**src/rtl/mc_core_pkg.sv**
```systemverilog
// Shared types, opcode constants and datapath helper functions for the
// mc_core multi-cycle RV32I core.
package mc_core_pkg;

  typedef enum logic [2:0] {
    S_FETCH, S_DECODE, S_EXEC, S_MEM, S_WB, S_TRAP
  } state_t;

  localparam logic [6:0] OPC_LUI    = 7'h37;
  localparam logic [6:0] OPC_AUIPC  = 7'h17;
  localparam logic [6:0] OPC_JAL    = 7'h6F;
  localparam logic [6:0] OPC_JALR   = 7'h67;
  localparam logic [6:0] OPC_BRANCH = 7'h63;
  localparam logic [6:0] OPC_LOAD   = 7'h03;
  localparam logic [6:0] OPC_STORE  = 7'h23;
  localparam logic [6:0] OPC_OPIMM  = 7'h13;
  localparam logic [6:0] OPC_OP     = 7'h33;

  typedef enum logic [3:0] {
    ALU_ADD, ALU_SUB, ALU_SLL, ALU_SLT, ALU_SLTU,
    ALU_XOR, ALU_SRL, ALU_SRA, ALU_OR, ALU_AND
  } alu_op_t;

  typedef enum logic [2:0] {IMM_I, IMM_S, IMM_B, IMM_U, IMM_J} imm_type_t;

  typedef enum logic [3:0] {
    CL_ILLEGAL, CL_LUI, CL_AUIPC, CL_JAL, CL_JALR,
    CL_BRANCH, CL_LOAD, CL_STORE, CL_ALU
  } instr_class_t;

  typedef struct packed {
    instr_class_t cls;
    alu_op_t      alu_op;
    logic         b_is_imm;
    logic [2:0]   funct3;
    logic [4:0]   rd;
    logic [4:0]   rs1;
    logic [4:0]   rs2;
  } ctrl_t;

  function automatic alu_op_t alu_sel(logic [2:0] f3, logic alt);
    case (f3)
      3'd0:    return alt ? ALU_SUB : ALU_ADD;
      3'd1:    return ALU_SLL;
      3'd2:    return ALU_SLT;
      3'd3:    return ALU_SLTU;
      3'd4:    return ALU_XOR;
      3'd5:    return alt ? ALU_SRA : ALU_SRL;
      3'd6:    return ALU_OR;
      default: return ALU_AND;
    endcase
  endfunction

  function automatic logic [31:0] alu(alu_op_t op, logic [31:0] a, logic [31:0] b);
    case (op)
      ALU_SUB:  return a - b;
      ALU_SLL:  return a << b[4:0];
      ALU_SLT:  return {31'd0, $signed(a) < $signed(b)};
      ALU_SLTU: return {31'd0, a < b};
      ALU_XOR:  return a ^ b;
      ALU_SRL:  return a >> b[4:0];
      ALU_SRA:  return $unsigned($signed(a) >>> b[4:0]);
      ALU_OR:   return a | b;
      ALU_AND:  return a & b;
      default:  return a + b;
    endcase
  endfunction

  function automatic logic [31:0] imm_gen(logic [31:0] ir, imm_type_t t);
    case (t)
      IMM_S:   return {{20{ir[31]}}, ir[31:25], ir[11:7]};
      IMM_B:   return {{19{ir[31]}}, ir[31], ir[7], ir[30:25], ir[11:8], 1'b0};
      IMM_U:   return {ir[31:12], 12'd0};
      IMM_J:   return {{11{ir[31]}}, ir[31], ir[19:12], ir[20], ir[30:21], 1'b0};
      default: return {{20{ir[31]}}, ir[31:20]};
    endcase
  endfunction

  function automatic logic branch_taken(logic [2:0] f3, logic [31:0] a, logic [31:0] b);
    case (f3)
      3'd0:    return a == b;
      3'd1:    return a != b;
      3'd4:    return $signed(a) <  $signed(b);
      3'd5:    return $signed(a) >= $signed(b);
      3'd6:    return a <  b;
      3'd7:    return a >= b;
      default: return 1'b0;
    endcase
  endfunction

  function automatic logic [3:0] store_be(logic [1:0] size, logic [1:0] lo);
    case (size)
      2'd0:    return 4'b0001 << lo;
      2'd1:    return 4'b0011 << {lo[1], 1'b0};
      default: return 4'b1111;
    endcase
  endfunction

  // Narrow stores are replicated across lanes; byte enables pick the target.
  function automatic logic [31:0] store_data(logic [1:0] size, logic [31:0] b);
    case (size)
      2'd0:    return {4{b[7:0]}};
      2'd1:    return {2{b[15:0]}};
      default: return b;
    endcase
  endfunction

  function automatic logic [31:0] load_ext(logic [31:0] rdata, logic [1:0] lo, logic [2:0] f3);
    logic [7:0]  b8;
    logic [15:0] h16;
    b8  = rdata[{lo, 3'b000} +: 8];
    h16 = rdata[{lo[1], 4'b0000} +: 16];
    case (f3)
      3'd0:    return {{24{b8[7]}}, b8};
      3'd1:    return {{16{h16[15]}}, h16};
      3'd4:    return {24'd0, b8};
      3'd5:    return {16'd0, h16};
      default: return rdata;
    endcase
  endfunction

endpackage

```
**src/rtl/mc_core_if.sv**
```systemverilog
// Instruction and data memory request/ack bus of mc_core; the core drives
// the master modport, memories the slave modport.
interface mc_core_if #(
  parameter int IMEM_AW = 10,
  parameter int DMEM_AW = 10
);
  logic               imem_req;
  logic [IMEM_AW-1:0] imem_addr;
  logic               imem_ack;
  logic [31:0]        imem_rdata;
  logic               dmem_req;
  logic               dmem_we;
  logic [3:0]         dmem_be;
  logic [DMEM_AW-1:0] dmem_addr;
  logic [31:0]        dmem_wdata;
  logic               dmem_ack;
  logic [31:0]        dmem_rdata;

  modport master (
    output imem_req, imem_addr, input imem_ack, imem_rdata,
    output dmem_req, dmem_we, dmem_be, dmem_addr, dmem_wdata,
    input  dmem_ack, dmem_rdata
  );

  modport slave (
    input  imem_req, imem_addr, output imem_ack, imem_rdata,
    input  dmem_req, dmem_we, dmem_be, dmem_addr, dmem_wdata,
    output dmem_ack, dmem_rdata
  );
endinterface

```
**src/rtl/mc_decode.sv**
```systemverilog
// Combinational instruction decoder: IR -> control bundle and sign-extended
// immediate. Anything outside the supported RV32I subset decodes as CL_ILLEGAL.
module mc_decode
  import mc_core_pkg::*;
(
  input  logic [31:0] ir,
  output ctrl_t       ctrl,
  output logic [31:0] imm
);
  logic [6:0] opc;
  logic [2:0] f3;
  logic [6:0] f7;
  imm_type_t  imm_type;

  assign opc = ir[6:0];
  assign f3  = ir[14:12];
  assign f7  = ir[31:25];

  always_comb begin
    // NOTE: every output gets a default first so no path leaves it unassigned (no latch).
    ctrl          = '0;
    ctrl.cls      = CL_ILLEGAL;
    ctrl.alu_op   = ALU_ADD;
    ctrl.funct3   = f3;
    ctrl.rd       = ir[11:7];
    ctrl.rs1      = ir[19:15];
    ctrl.rs2      = ir[24:20];
    imm_type      = IMM_I;
    case (opc)
      OPC_LUI:   begin ctrl.cls = CL_LUI;   imm_type = IMM_U; end
      OPC_AUIPC: begin ctrl.cls = CL_AUIPC; imm_type = IMM_U; end
      OPC_JAL:   begin ctrl.cls = CL_JAL;   imm_type = IMM_J; end
      OPC_JALR:  if (f3 == 3'd0) ctrl.cls = CL_JALR;
      OPC_BRANCH: begin
        imm_type = IMM_B;
        if (f3 != 3'd2 && f3 != 3'd3) ctrl.cls = CL_BRANCH;
      end
      OPC_LOAD:  if (f3 inside {3'd0, 3'd1, 3'd2, 3'd4, 3'd5}) ctrl.cls = CL_LOAD;
      OPC_STORE: begin
        imm_type = IMM_S;
        if (f3 inside {3'd0, 3'd1, 3'd2}) ctrl.cls = CL_STORE;
      end
      OPC_OPIMM: begin
        ctrl.b_is_imm = 1'b1;
        ctrl.alu_op   = alu_sel(f3, (f3 == 3'd5) && f7[5]);
        if ((f3 == 3'd1 && f7 == 7'h00) ||
            (f3 == 3'd5 && (f7 == 7'h00 || f7 == 7'h20)) ||
            (f3 != 3'd1 && f3 != 3'd5))
          ctrl.cls = CL_ALU;
      end
      OPC_OP: begin
        ctrl.alu_op = alu_sel(f3, f7[5]);
        if (f7 == 7'h00 || (f7 == 7'h20 && (f3 == 3'd0 || f3 == 3'd5)))
          ctrl.cls = CL_ALU;
      end
      default: ;
    endcase
    imm = imm_gen(ir, imm_type);
  end

endmodule

```
**src/rtl/mc_core.sv**
```systemverilog
// Multi-cycle RV32I core: FETCH/DECODE/EXEC/MEM/WB sequencer, register file and PC.
// Optional MC_CORE_TRAP_EN: illegal instructions halt in TRAP instead of retiring as NOPs.
module mc_core
  import mc_core_pkg::*;
#(
  parameter int          IMEM_AW  = 10,
  parameter int          DMEM_AW  = 10,
  parameter logic [31:0] RESET_PC = 32'h0000_0000
) (
  input  logic  CLK,
  input  logic  RSTn,
  mc_core_if.master bus,
  output logic  retire,
  output logic  trap
);
  state_t             state;
  logic [31:0]        pc, ir, a, b, imm_r, c;
  logic [31:0]        rf [32];
  logic [DMEM_AW-1:0] daddr_r;
  logic [3:0]         be_r;
  logic               we_r;
  logic [31:0]        wdata_r;

  ctrl_t       ctrl;
  logic [31:0] imm;
  logic [31:0] b_op, addr_sum;

  mc_decode u_decode (.ir(ir), .ctrl(ctrl), .imm(imm));

  assign b_op     = ctrl.b_is_imm ? imm_r : b;
  assign addr_sum = a + imm_r;

  // NOTE: state uses non-blocking assignments so every register samples pre-edge values.
  always_ff @(posedge CLK or negedge RSTn) begin
    if (!RSTn) begin
      state   <= S_FETCH;
      pc      <= RESET_PC;
      ir      <= '0;
      a       <= '0;
      b       <= '0;
      imm_r   <= '0;
      c       <= '0;
      daddr_r <= '0;
      be_r    <= '0;
      we_r    <= 1'b0;
      wdata_r <= '0;
      // NOTE: the register file is cleared on reset; x0 is cleared but never written.
      for (int i = 0; i < 32; i++) rf[i] <= '0;
    end else begin
      case (state)
        S_FETCH: if (bus.imem_ack) begin
          ir    <= bus.imem_rdata;
          state <= S_DECODE;
        end
        S_DECODE: begin
          a     <= (ctrl.rs1 == 5'd0) ? '0 : rf[ctrl.rs1];
          b     <= (ctrl.rs2 == 5'd0) ? '0 : rf[ctrl.rs2];
          imm_r <= imm;
          state <= S_EXEC;
        end
        S_EXEC: begin
          state <= S_WB;
          case (ctrl.cls)
            CL_ALU:   c <= alu(ctrl.alu_op, a, b_op);
            CL_LUI:   c <= imm_r;
            CL_AUIPC: c <= pc + imm_r;
            CL_JAL: begin
              c  <= pc + 32'd4;
              pc <= pc + imm_r;
            end
            CL_JALR: begin
              c  <= pc + 32'd4;
              pc <= addr_sum & ~32'd1;
            end
            CL_BRANCH: begin
              pc    <= branch_taken(ctrl.funct3, a, b) ? pc + imm_r : pc + 32'd4;
              state <= S_FETCH;
            end
            CL_LOAD, CL_STORE: begin
              c       <= addr_sum;
              daddr_r <= addr_sum[DMEM_AW+1:2];
              we_r    <= (ctrl.cls == CL_STORE);
              be_r    <= (ctrl.cls == CL_STORE) ? store_be(ctrl.funct3[1:0], addr_sum[1:0])
                                                : 4'b1111;
              wdata_r <= store_data(ctrl.funct3[1:0], b);
              state   <= S_MEM;
            end
            default: begin
`ifdef MC_CORE_TRAP_EN
              state <= S_TRAP;
`endif
            end
          endcase
        end
        S_MEM: if (bus.dmem_ack) begin
          if (we_r) begin
            pc    <= pc + 32'd4;
            state <= S_FETCH;
          end else begin
            c     <= load_ext(bus.dmem_rdata, c[1:0], ctrl.funct3);
            state <= S_WB;
          end
        end
        S_WB: begin
          if (ctrl.cls != CL_ILLEGAL && ctrl.rd != 5'd0) rf[ctrl.rd] <= c;
          // Jumps already redirected the PC in EXEC.
          if (ctrl.cls != CL_JAL && ctrl.cls != CL_JALR) pc <= pc + 32'd4;
          state <= S_FETCH;
        end
        S_TRAP:  state <= S_TRAP;
        default: state <= S_FETCH;
      endcase
    end
  end

  // Fetch starts in the first cycle after reset release, so the request is
  // qualified with RSTn rather than waiting for a registered enable.
  assign bus.imem_req   = RSTn && (state == S_FETCH);
  assign bus.imem_addr  = pc[IMEM_AW+1:2];
  assign bus.dmem_req   = (state == S_MEM);
  assign bus.dmem_we    = (state == S_MEM) && we_r;
  assign bus.dmem_be    = (state == S_MEM) ? be_r : 4'b0000;
  assign bus.dmem_addr  = daddr_r;
  assign bus.dmem_wdata = wdata_r;

  assign retire = (state == S_WB) ||
                  (state == S_EXEC && ctrl.cls == CL_BRANCH) ||
                  (state == S_MEM && we_r && bus.dmem_ack);

`ifdef MC_CORE_TRAP_EN
  assign trap = (state == S_TRAP);
`else
  assign trap = 1'b0;
`endif

endmodule
```
**src/flat_wrapper.sv**
```systemverilog
// flat-port wrapper written by rule: the top's interface ports become plain ports
module mc_core_flat import mc_core_pkg::*;
#(
  parameter int          IMEM_AW  = 10,
  parameter int          DMEM_AW  = 10,
  parameter logic [31:0] RESET_PC = 32'h0000_0000
)
  (CLK, RSTn, retire, trap, bus_imem_req, bus_imem_addr, bus_imem_ack, bus_imem_rdata, bus_dmem_req, bus_dmem_we, bus_dmem_be, bus_dmem_addr, bus_dmem_wdata, bus_dmem_ack, bus_dmem_rdata);
  mc_core_if #(.IMEM_AW(IMEM_AW), .DMEM_AW(DMEM_AW)) bus_i ();
  input  logic CLK;
  input  logic RSTn;
  output logic retire;
  output logic trap;
  output wire logic [$bits(bus_i.imem_req)-1:0] bus_imem_req;
  output wire logic [$bits(bus_i.imem_addr)-1:0] bus_imem_addr;
  input wire logic [$bits(bus_i.imem_ack)-1:0] bus_imem_ack;
  input wire logic [$bits(bus_i.imem_rdata)-1:0] bus_imem_rdata;
  output wire logic [$bits(bus_i.dmem_req)-1:0] bus_dmem_req;
  output wire logic [$bits(bus_i.dmem_we)-1:0] bus_dmem_we;
  output wire logic [$bits(bus_i.dmem_be)-1:0] bus_dmem_be;
  output wire logic [$bits(bus_i.dmem_addr)-1:0] bus_dmem_addr;
  output wire logic [$bits(bus_i.dmem_wdata)-1:0] bus_dmem_wdata;
  input wire logic [$bits(bus_i.dmem_ack)-1:0] bus_dmem_ack;
  input wire logic [$bits(bus_i.dmem_rdata)-1:0] bus_dmem_rdata;
  assign bus_imem_req = bus_i.imem_req;
  assign bus_imem_addr = bus_i.imem_addr;
  assign bus_i.imem_ack = bus_imem_ack;
  assign bus_i.imem_rdata = bus_imem_rdata;
  assign bus_dmem_req = bus_i.dmem_req;
  assign bus_dmem_we = bus_i.dmem_we;
  assign bus_dmem_be = bus_i.dmem_be;
  assign bus_dmem_addr = bus_i.dmem_addr;
  assign bus_dmem_wdata = bus_i.dmem_wdata;
  assign bus_i.dmem_ack = bus_dmem_ack;
  assign bus_i.dmem_rdata = bus_dmem_rdata;
  mc_core #(.IMEM_AW(IMEM_AW), .DMEM_AW(DMEM_AW), .RESET_PC(RESET_PC)) u_core (.CLK(CLK), .RSTn(RSTn), .bus(bus_i), .retire(retire), .trap(trap));
endmodule
```
**config.mk**
```make
export PLATFORM = sky130hd
export DESIGN_NAME = mc_core_flat
export DESIGN_NICKNAME = d
export VERILOG_FILES = /design/src/rtl/mc_core_pkg.sv /design/src/rtl/mc_core_if.sv /design/src/rtl/mc_decode.sv /design/src/rtl/mc_core.sv /design/src/flat_wrapper.sv
export SDC_FILE = /design/constraint.sdc
export NUM_CORES = 2
export LEC_CHECK = 0
export BUFFER_PORTS_ARGS = -buffer_cell sky130_fd_sc_hd__buf_4
export CORE_MARGIN = 8
export CORE_UTILIZATION = 50
export DETAILED_ROUTE_END_ITERATION = 8
export GPL_TIMING_DRIVEN = 0
export PLACE_DENSITY = 0.78
export SLEW_MARGIN = 10
export SYNTH_ARGS = -nofsm -noshare
export SYNTH_HDL_FRONTEND = slang
export SYNTH_SLANG_ARGS = --single-unit
```
**constraint.sdc**
```tcl
create_clock -name CLK -period 5.1 [get_ports CLK]
set_clock_uncertainty 0.15 [all_clocks]
set_input_delay 0.765 -clock CLK [delete_from_list [all_inputs] [get_ports CLK]]
set_output_delay 0.765 -clock CLK [all_outputs]
set_load 0.05 [all_outputs]
```
==> metrics.cfg <==
[outcome]
status=finished with violations
violations=antenna violations, max-capacitance violations, max-slew violations, negative setup slack

[floorplanning]
die_height_um=416
rows=147
initial_core_util_pct=50.1
io_pins=129
die_x_um=416
die_area_um2=173000
core-area_um2=160000

[yosys]
syn_avg_cell_area_um2=11.7
async_reset_ff_share_pct=100
ys_ff_latch=1266
synth_top_flop_cell=dfrtp_1
syn_inst=6842
synth_cell_type_count=102
yosysWarnings=0
seq_area_frac_synth_pct=39.5
synth-edff-count=0
synth_area_um2=80100
syn-num-nets=7098

[clock_network]
cts.sinks=1266
h-tree-depth=4
insertion_delay_ns=0.83
clockBufferDepth=3
clockRootBuffer=clkbuf_16
clkSlewWorstSetupHoldPaths_ns=0.06
tritoncts=yes
cts_made_buffers=141

[flow_run]
cap_violations=1

[timing]
max_freq_ghz=0.187
finalHoldViolCount=0
hold-worst-slack_ns=0.0288
fin_crit_ns=5.34
maxSlewViolCount=11
fin_crit_sh_pct=105
setup_slack_ns=-0.239
rsz0062_at_grt=yes
slew_headroom_pct=-5.92
tightest_slew_ns=1.59
setup_violations=140
fin_setup_tns_ns=-7.98

[layout]
fin_area_um2=90800
area_delta_synth_final_pct=13.4
drive_gt1_share_pct=35.1
final_cells=9382
fillerInstances=12900
final_nets=7420

[global_route]
grt.total_usage_pct=42.3
grt_pass1_vias=68300
grt_pass1_wl_um=524000
antenna_found_initial=33
grt_max_degree=168
overflow=0

[worst_setup_path]
rr_startpoint=u_core.ir[6]$_DFFE_PN0P_
cp_max_fo=10
crit_path_end_kind=flop
cp.arrival_ns=5.80
rrSetupSlack_ns=-0.24
path_class=reg2reg
cp-startpoint=u_core.ir[6]$_DFFE_PN0P_
start_kind=flop
required_ns=5.56

[hold_path]
hold_class=in2reg
hp-start=bus_imem_rdata[12]

[placement]
port_buffers=127
placedCellCount=9069
place_congestion=1.16
hpwl_um=286000
dpl_cell_area_um2=84100

[pwr]
leakage_nw=40.3
p_per_area_nw_per_um2=573
peakVddDrop_mv=0.418

[detailed_routing]
wl_per_cell_um=40.2
drtPass1Iterations=9
ant_nets=1
routed_via_density=7.45
drc_errors=0
drt_iter0_markers=11500
wirelength_um=377000
vias=69900

what timing repair did:
action / 4_1_cts / 5_1_grt
setup buffers: 27 / 19
hold endpoints to repair: 116 / 0
endpoints found under the setup margin: 82 / 436
hold buffers: 1 / 0
pin swaps: 36 / 42
gates resized for setup: 225 / 137
flip-flops by register name, summed over array words and instances, names as in the netlist:
signal                 flops
u_core.rf               1024
u_core.a                  32
u_core.b                  32
u_core.bus.dmem_wdata     32
u_core.c                  32
u_core.imm_r              32
u_core.ir                 32
u_core.pc                 32
u_core.bus.dmem_addr      10
u_core.be_r                4
u_core.state               3
u_core.we_r                1
metrics by stage:
stage          util [%]  power (mW)  setup WS (ns)
2_1_floorplan         -        26.7          0.489
3_3_place_gp       52.3        37.7         -12.06
3_5_place_dp       52.6        38.0          -2.72
4_1_cts            56.3        49.5        0.00234
5_1_grt            56.8        52.6         -0.132
6_report           56.8        52.0         -0.239
placed cells by master, fill, tap and decap left out, types with 31 or more instances in the layout:
cell | synthesis | final
o22ai_1 | 111 | 110
nor2_1 | 322 | 314
nor3_1 | 69 | 60
clkbuf_1 | 407 | 386
buf_2 | 130 | 141
a211oi_1 | 61 | 51
a21o_1 | 85 | 71
nor2b_1 | 65 | 65
mux2i_1 | 101 | 99
clkbuf_16 | 0 | 145
nand2_1 | 420 | 416
inv_1 | 154 | 152
clkbuf_8 | 0 | 32
o21ai_0 | 356 | 340
xor2_1 | 46 | 45
o211ai_1 | 53 | 53
o32ai_1 | 48 | 47
a21oi_1 | 357 | 331
mux4_2 | 581 | 581
xnor2_1 | 82 | 81
buf_1 | 84 | 44
ha_1 | 185 | 163
a221oi_1 | 53 | 49
buf_4 | 17 | 196
nand2b_1 | 31 | 31
a31oi_1 | 39 | 32
dfrtp_1 | 1266 | 1259
clkbuf_2 | 0 | 33
and3_1 | 37 | 37
nand3_1 | 110 | 107
mux2_2 | 1093 | 1093
critical path, cell delays in order (launching register included):
cell and delay, ns:
dfrtp_2 0.49, or3b_4 0.44, buf_8 0.17, o21ai_2 0.20, and2_4 0.17, buf_6 0.14, buf_2 0.29, buf_2 0.33
buf_2 0.32, buf_2 0.35, a211oi_1 0.19, a2111oi_0 0.94, o41ai_1 0.21, a21oi_2 0.73
metal layers:
layer  GRT usage (%)  vias to the layer above  wire (um)
met1            48.7                    34900     123000
met5           0.944                        -        276
met4            35.6                       18      43100
met2            59.8                     6319     154000
li1                -                    26600          -
met3            19.3                     1956      57100
worst paths after layout:
| kind | cells past startpoint | end |
|---|---|---|
| hold reg to reg | 1 | u_core.rf[1008]$_DFFE_PN0P_ |
| setup reg to reg | 13 | u_core.c[7]$_DFFE_PN0P_ |
| hold / removal | 3 | u_core.ir[12]$_DFFE_PN0P_ |
| min in group asynchronous | 2 | u_core.pc[13]$_DFFE_PN0P_ |
| max in group asynchronous | 5 | u_core.rf[295]$_DFFE_PN0P_ |
| setup / recovery | 13 | u_core.c[7]$_DFFE_PN0P_ |
cell usage after synthesis (11+ instances only):
cell type     n  area share, %
o221ai_1     19           0.21
xnor2_1      82           0.90
a311oi_1     13           0.14
a211oi_1     61           0.57
o32ai_1      48           0.52
and2_1       20           0.16
o21ai_0     356            2.2
o21bai_1     26           0.24
o211ai_1     53           0.50
inv_1       154           0.72
clkbuf_1    407            1.9
nor3_1       69           0.43
a21o_1       85           0.80
a221o_1      20           0.25
buf_1        84           0.39
buf_2       130           0.81
buf_4        17           0.16
o21a_1       22           0.21
nor2b_1      65           0.51
mux2_1       21           0.30
nand2_1     420            2.0
nand3_1     110           0.69
o21ai_1      13          0.081
mux4_2      581             16
nor4_1       19           0.15
nor3b_1      11           0.10
xor2_1       46           0.50
nor2_1      322            1.5
mux2_2     1093             15
a22oi_1      16           0.15
mux2i_1     101            1.3
o311ai_0     16           0.17
or3_1        23           0.18
a31oi_1      39           0.30
dfrtp_1    1266             40
a21oi_1     357            2.2
a221oi_1     53           0.58
ha_1        185            2.9
nand2b_1     31           0.24
and3_1       37           0.29
o22ai_1     111           0.87
nand4_1      24           0.19
a2111oi_0    14           0.15
o31ai_1      22           0.21
kinds of logic after synthesis:
family | share of synthesized area [%]
AO/OA/AOI/OAI | 11.6
flip-flops | 39.5
adder cells (fa/ha/maj) | 2.96
XOR/XNOR | 1.40
buffers and inverters | 4.15
multiplexers | 33.3
AND/OR/NAND/NOR | 7.07
other | 0.00468
power breakdown:
group | total [mW] | switching (mW) | internal, mW
Clock | 10.8 | 4.61 | 6.22
Sequential | 13.1 | 2.17 | 11.0
Combinational | 28.1 | 19.6 | 8.50
final cells by class:
cell class / instances / area [um2] / share of cell area, %
Inverter: 159 / 616 / 0.678
Sequential cell: 1266 / 31700 / 34.9
Clock buffer: 196 / 4090 / 4.50
Timing Repair Buffer: 191 / 1680 / 1.85
Multi-Input combinational cell: 4770 / 46400 / 51.1
Antenna cell: 25 / 62.6 / 0.0689
Clock inverter: 54 / 756 / 0.832
Buffer: 635 / 2950 / 3.24
Tap cell: 2086 / 2610 / 2.87
Note: power is estimated with default switching activity, not from simulation.
